[src/rtl/rgbw_pwm_gen.sv]
`default_nettype none
// ============================================================================
//  Module      : rgbw_pwm_gen
//  Description : Four-channel (red, green, blue, white) 8-bit PWM generator.
//                A prescaler divides clk by PRESC to form a tick; an 8-bit
//                counter advances on every tick and defines a 256-tick PWM
//                period. New duty values are captured into pending
//                registers and only take effect at the next period boundary,
//                so a running period is never disturbed. With STAGGER=1 each
//                channel runs 64 counts out of phase from its neighbour,
//                spreading the switching edges over the period.
//
//  Ports       : clk         system clock, all state on the rising edge
//                reset       synchronous active-high reset
//                duty_ld     one-cycle strobe qualifying duty0..duty3
//                duty0..3    requested duty for red, green, blue, white
//                d0..d3      registered PWM outputs for red, green, blue, white
//                period_end  one-cycle pulse after the counter wraps
//                upd_ack     one-cycle pulse when pending duties are applied
//                pend        captured duties are waiting for the boundary
//
//  Revision    : 1.0 - initial release
// ============================================================================
module rgbw_pwm_gen #(
    parameter int PRESC   = 1,   // clk cycles per counter tick, 1..255
    parameter int STAGGER = 1    // 1: per-channel phase offset, 0: in phase
) (
    input  logic       clk,
    input  logic       reset,
    input  logic       duty_ld,
    input  logic [7:0] duty0,
    input  logic [7:0] duty1,
    input  logic [7:0] duty2,
    input  logic [7:0] duty3,
    output logic       d0,
    output logic       d1,
    output logic       d2,
    output logic       d3,
    output logic       period_end,
    output logic       upd_ack,
    output logic       pend
);

    localparam logic [7:0] C_PRESC_LAST = 8'(PRESC - 1);
    localparam logic [7:0] C_CNT_LAST   = 8'hFF;

    logic [7:0]      r_presc;
    logic [7:0]      r_cnt;
    logic [3:0][7:0] r_pending;
    logic [3:0][7:0] r_active;
    logic            r_pend;
    logic            r_period_end;
    logic            r_upd_ack;
    logic [3:0]      r_d;

    logic            w_tick;
    logic            w_boundary;
    logic [3:0][7:0] w_duty_in;
    logic [3:0][7:0] w_phase;
    logic [3:0]      w_cmp;

    assign w_duty_in  = {duty3, duty2, duty1, duty0};

    // The prescaler restarts from 0 after reset, so the first tick lands
    // PRESC cycles after release and cnt holds 0 for that whole span.
    assign w_tick     = (r_presc == C_PRESC_LAST);
    assign w_boundary = w_tick && (r_cnt == C_CNT_LAST);

    // Per-channel phase and compare. Offsets wrap naturally in 8 bits.
    for (genvar k = 0; k < 4; k++) begin : g_ch
        localparam logic [7:0] C_OFS = (STAGGER != 0) ? 8'(64 * k) : 8'd0;
        assign w_phase[k] = r_cnt + C_OFS;
        assign w_cmp[k]   = (w_phase[k] < r_active[k]);
    end

    always_ff @(posedge clk) begin
        if (reset) begin
            r_presc      <= 8'd0;
            r_cnt        <= 8'd0;
            r_pending    <= '0;
            r_active     <= '0;
            r_pend       <= 1'b0;
            r_period_end <= 1'b0;
            r_upd_ack    <= 1'b0;
            r_d          <= 4'd0;
        end else begin
            r_presc <= w_tick ? 8'd0 : (r_presc + 8'd1);
            if (w_tick) begin
                r_cnt <= r_cnt + 8'd1;
            end

            r_period_end <= w_boundary;
            r_upd_ack    <= w_boundary && r_pend;

            // Active duties change only here, so a period always runs with
            // one consistent set of compare values.
            if (w_boundary && r_pend) begin
                r_active <= r_pending;
            end

            // A load coinciding with the boundary still sees the old pending
            // contents go to active above; the new values wait one more
            // period, so pend stays set in that case.
            if (duty_ld) begin
                r_pending <= w_duty_in;
                r_pend    <= 1'b1;
            end else if (w_boundary) begin
                r_pend    <= 1'b0;
            end

            // cnt and active only move on ticks, so the outputs hold between
            // ticks even though the compare is registered every cycle.
            r_d <= w_cmp;
        end
    end

    assign d0         = r_d[0];
    assign d1         = r_d[1];
    assign d2         = r_d[2];
    assign d3         = r_d[3];
    assign period_end = r_period_end;
    assign upd_ack    = r_upd_ack;
    assign pend       = r_pend;

endmodule
`default_nettype wire

[config.mk]
export PLATFORM = sky130hd
export DESIGN_NAME = rgbw_pwm_gen
export DESIGN_NICKNAME = d
export VERILOG_FILES = /design/src/rtl/rgbw_pwm_gen.sv
export SDC_FILE = /design/constraint.sdc
export NUM_CORES = 1
export LEC_CHECK = 0
export ABC_CLOCK_PERIOD_IN_PS = 2700
export CAP_MARGIN = 10
export CORE_ASPECT_RATIO = 1.1
export CORE_MARGIN = 8
export CORE_UTILIZATION = 25
export CTS_CLUSTER_DIAMETER = 200
export DETAILED_ROUTE_END_ITERATION = 8
export SYNTH_ARGS = -nofsm -noshare
export SYNTH_HDL_FRONTEND = slang
export SYNTH_SLANG_ARGS = --single-unit
[constraint.sdc]
create_clock -name clk -period 2.7 [get_ports clk]
set_input_delay 0.54 -clock clk [delete_from_list [all_inputs] [get_ports clk]]
set_output_delay 0.54 -clock clk [all_outputs]
set_load 0.01 [all_outputs]
Word level (Yosys, flattened, before mapping)
Cells that the tools add are included.
- muxes and demuxes: 2
- $lt $le $gt $ge: 4
- reductions and logical operators: 5
- eq/ne operators: 1
- $add $sub $neg: 5
- operators with widths (operator ; number):
    8-bit < comparator ; 4
    8-bit by 1-bit adder with 8-bit output, second input constant ; 2
    8-bit adder, second input constant ; 2
    8-bit by 7-bit adder with 8-bit output, second input constant ; 1
    8-bit equality test, second input constant ; 1
    8-bit zero test ; 1
    1-bit logical AND ; 2
    1-bit 2-to-1 mux ; 2
    2-bit nonzero test ; 1
    2-bit OR reduction ; 1
- word-level logic and storage cells: 31
- flip-flop bits (word level): 87
- output and inout port bits: 7
- bits of input ports: 35

Logic depth before layout (Yosys ltp)
- depth in word-level cells: 4
- mapped depth: 6

Least setup slack after synthesis
No wires, ideal clock.
- path type: flip-flop to flip-flop
- start point: register r_presc[0]
- end point: register r_cnt[6]
- library setup time: 0.121 ns
- arrival: 1.990 ns
- path slack: 0.588 ns
- cell stages (with the launch flop): 7
- cells stage by stage: dfxtp_1 > inv_1 > ha_1 > or4b_4 > buf_6 > or4_4 > mux2_4
- word-level cells in the longest chain between the ends: 1
- ends and longest elaborated chain (what ; RTL line ; RTL):
    start, declared ; 47 ; logic [7:0] r_presc;
    start signal, assigned ; 87 ; r_presc <= w_tick ? 8'd0 : (r_presc + 8'd1);
    8-bit zero test ; 66 ; assign w_tick = (r_presc == C_PRESC_LAST);
    end signal, assigned ; 89 ; r_cnt <= r_cnt + 8'd1;
    end, declared ; 48 ; logic [7:0] r_cnt;
Every way passes these cells.
A chain may end at the register's enable or synchronous reset.

Worst setup path in the final report
- start point: register r_presc[0]
- end point: register r_active[7] (netlist name)
- word-level cells in the longest chain between the ends: 3
- ends and longest elaborated chain (what ; RTL line ; RTL):
    8-bit zero test ; 66 ;
    1-bit logical AND ; 67 ; assign w_boundary = w_tick && (r_cnt == C_CNT_LAST);
    1-bit logical AND ; 97 ; if (w_boundary && r_pend) begin
    end signal, assigned ; 98 ; r_active <= r_pending;
    end, declared ; 50 ; logic [3:0][7:0] r_active;
Every way passes these cells.

==> results.sh <==
export IMPL_status="finished clean"
export IMPL_cts_hold_buffers=0
export IMPL_setup_viol=0
export IMPL_synth_area_um2=4250
export IMPL_syn_inst=454
export IMPL_synth_distinct_cells=36
export IMPL_ys_ff_latch=87
export IMPL_path_cells="inv_1 -> ha_1 -> or4b_4 -> nor4_4 -> buf_4 -> mux2i_1"
export IMPL_clkSlewWorstSetupHoldPaths_ps=60
export IMPL_post_drt_wl_per_cell_um=12.7
export IMPL_required_ps=2960
export IMPL_cts_inserted_buffers=9
export IMPL_max_stage_delay_ps=560
export IMPL_cp_start_kind="register"
export IMPL_cts_root_buf="clkbuf_16"
export IMPL_power_share_sequential=0.451
export IMPL_p_switching_uw=605
export IMPL_grt_pass1_vias=3225
export IMPL_highest_layer="met4"
export IMPL_antenna_found_initial=0
export IMPL_fin_tns_setup_ps=0
export IMPL_synth_xor_area_frac=0.00618
export IMPL_vias_per_cell=4.41
export IMPL_detail_route_antenna_nets=0
export IMPL_overflow=0
export IMPL_gp_congestion=0.796
export IMPL_dp_hpwl_um=6310
export IMPL_clk_insertion_delay_late_ps=340
export IMPL_die_area_um2=21400
export IMPL_fin_nets=554
export IMPL_wl_met2_um=4140
export IMPL_wl_met1_um=4320
export IMPL_finalClockSkew_ps=4.66
export IMPL_coreArea_um2=16800
export IMPL_p_leak_nw=1.88
export IMPL_synthAdderAreaFrac=0.0942
export IMPL_synthMuxAreaShare=0.162
export IMPL_hold_viol=0
export IMPL_cp_slowest_cell="or4b_4"
export IMPL_hold_path_class="reg2reg"
export IMPL_drcViolationCount=0
export IMPL_slew_violations=0
export IMPL_synth_top_family_by_area="simple AND/OR/NAND/NOR gates"
export IMPL_critical_path_arrival_ps=2470
export IMPL_synth_edf_count=0
export IMPL_slew_headroom=0.495
export IMPL_dr_first_iter_drc_count=120
export IMPL_wl_met3_um=245
export IMPL_synthArstFlopShare=0
export IMPL_worstMarginPinSlew_ps=757
export IMPL_area_growth_pct=22.4
export IMPL_mappedNetlistNets=521
export IMPL_num_rows=50
export IMPL_clock_sinks=87
export IMPL_ctsResizeCount=0
export IMPL_routed_wl_um=8880
export IMPL_p_int_mw=2.39
export IMPL_cts_tree="yes"
export IMPL_die_x_um=140
export IMPL_max_freq_mhz=453
export IMPL_syn_area_per_cell_um2=9.36
export IMPL_drive_gt1_frac=0.0631
export IMPL_clock_path_buffers=2
export IMPL_post_cts_buffers=0
export IMPL_yosys_warnings=0
export IMPL_die_h_um=153
export IMPL_critPathCaptureType="register"
export IMPL_ys_seq_area_frac=0.410
export IMPL_pwr_share_clk=0.482
export IMPL_combinationalPowerShare=0.067
export IMPL_grt_max_degree=53
export IMPL_synth_compound_area_frac=0.0509
export IMPL_powerDensity_nw_per_um2=575
export IMPL_grt_total_usage=0.0858
export IMPL_vias=3083
export IMPL_rsz0062_at_grt="false"
export IMPL_critPathKind="reg2reg"
export IMPL_power_total_mw=2.99
export IMPL_cp_max_fo=22
export IMPL_yosys_area_share_simple=0.216
export IMPL_p_sw_frac=0.202
export IMPL_timing_max_cap_violations=0
export IMPL_grt_pass1_wl_um=15000
export IMPL_start_util=0.253
export IMPL_port_buffers=41
export IMPL_fin_crit_ps=2210
export IMPL_h_tree_depth=3
export IMPL_finalCritPeriodShare=0.817
export IMPL_synth_ff_type="dfxtp_1"
export IMPL_num_antenna_cells=0
export IMPL_peakVddDrop_mv=0.281
export IMPL_io_pins=42
export IMPL_first_pass_iters=4
export IMPL_final_cell_mix="dfxtp_1 (87), nand2b_1 (65), mux2i_1 (64)"
export IMPL_layout_commonest_cell="dfxtp_1"
==> per-stage QoR <==
stage          cells  hold WS (ps)  area (µm²)  setup slack (ps)   util
6_report         699           470        5200               493  0.309
3_5_place_dp     684           462        4860               527  0.289
4_1_cts          699           474        5200               513  0.309
5_1_grt          699           488        5200               344  0.309
2_1_floorplan    454           444        4250               588      -
3_3_place_gp     684           460        4860               609  0.289
==> worst max-delay path: cells and delay by family (launching register included) <==
family                   cells  cell delay, ps
adder cells (fa/ha/maj)      1             150
buffers and inverters        2             470
flip-flops                   1             360
multiplexers                 1             250
AND/OR/NAND/NOR              2             890
==> routing by layer <==
metal / up-vias / global-route usage
met5: - / 0
met2: 38 / 0.142
met3: 13 / 0.0238
met4: 0 / 0.0331
met1: 1436 / 0.103
li1: 1596 / -
==> path summary, 6_finish.rpt <==
path,slack (ps),cells after the start,endpoint,start
max,490,6,r_active[7],r_presc[0]
min,470,2,r_active[24],r_active[24]
max reg2reg,490,6,r_active[7],r_presc[0]
min reg2reg,470,2,r_active[24],r_active[24]
==> cell usage after synthesis (all sizes together) (2+ instances only) <==
cell,instances,share of area
nand2b,65,0.096
nor3b,4,0.0071
clkbuf,13,0.011
nor3,10,0.012
mux2,4,0.011
buf,11,0.016
or4,2,0.0047
a2111oi,3,0.0062
nor4,5,0.011
nand4,5,0.0074
ha,32,0.094
mux2i,64,0.15
a21oi,12,0.014
o2111ai,3,0.0062
inv,38,0.034
nand3,9,0.011
dfxtp,87,0.41
nor2b,5,0.0074
o21ai,13,0.015
or3,5,0.0077
o31ai,2,0.0035
nor2,49,0.043
nand2,5,0.0044
xor2,2,0.0041
==> logic make-up after synthesis <==
kind of cell / count (synthesis)
flops: 87
mux: 68
fa+ha+maj: 32
simple gates: 166
xor+xnor: 3
compound gates: 36
buf+inv: 62
==> sequential cells by signal, indices dropped and copies added (netlist names) <==
signal	count
pend	1
r_presc	8
period_end	1
r_cnt	8
r_active	32
r_d	4
upd_ack	1
r_pending	32
==> area by class of cell <==
type / instances / area, µm²
tap: 208 / 260
fill: 1701 / 11600
clock buffer: 12 / 256
inverter: 38 / 143
sequential: 87 / 1740
multi-input combinational: 305 / 2250
timing repair buffer: 46 / 463
clock inverter: 3 / 90.1
==> power by group through the flow <==
stage | registers (mW) | logic, mW | clock network [mW]
floorplan | 1.37 | 0.122 | 0
detailed placement | 1.38 | 0.204 | 0
global route | 1.35 | 0.226 | 1.53
global placement | 1.38 | 0.197 | 0
finish | 1.35 | 0.200 | 1.44
CTS | 1.35 | 0.204 | 1.48
No activity file was read; power rests on OpenSTA's default activity.
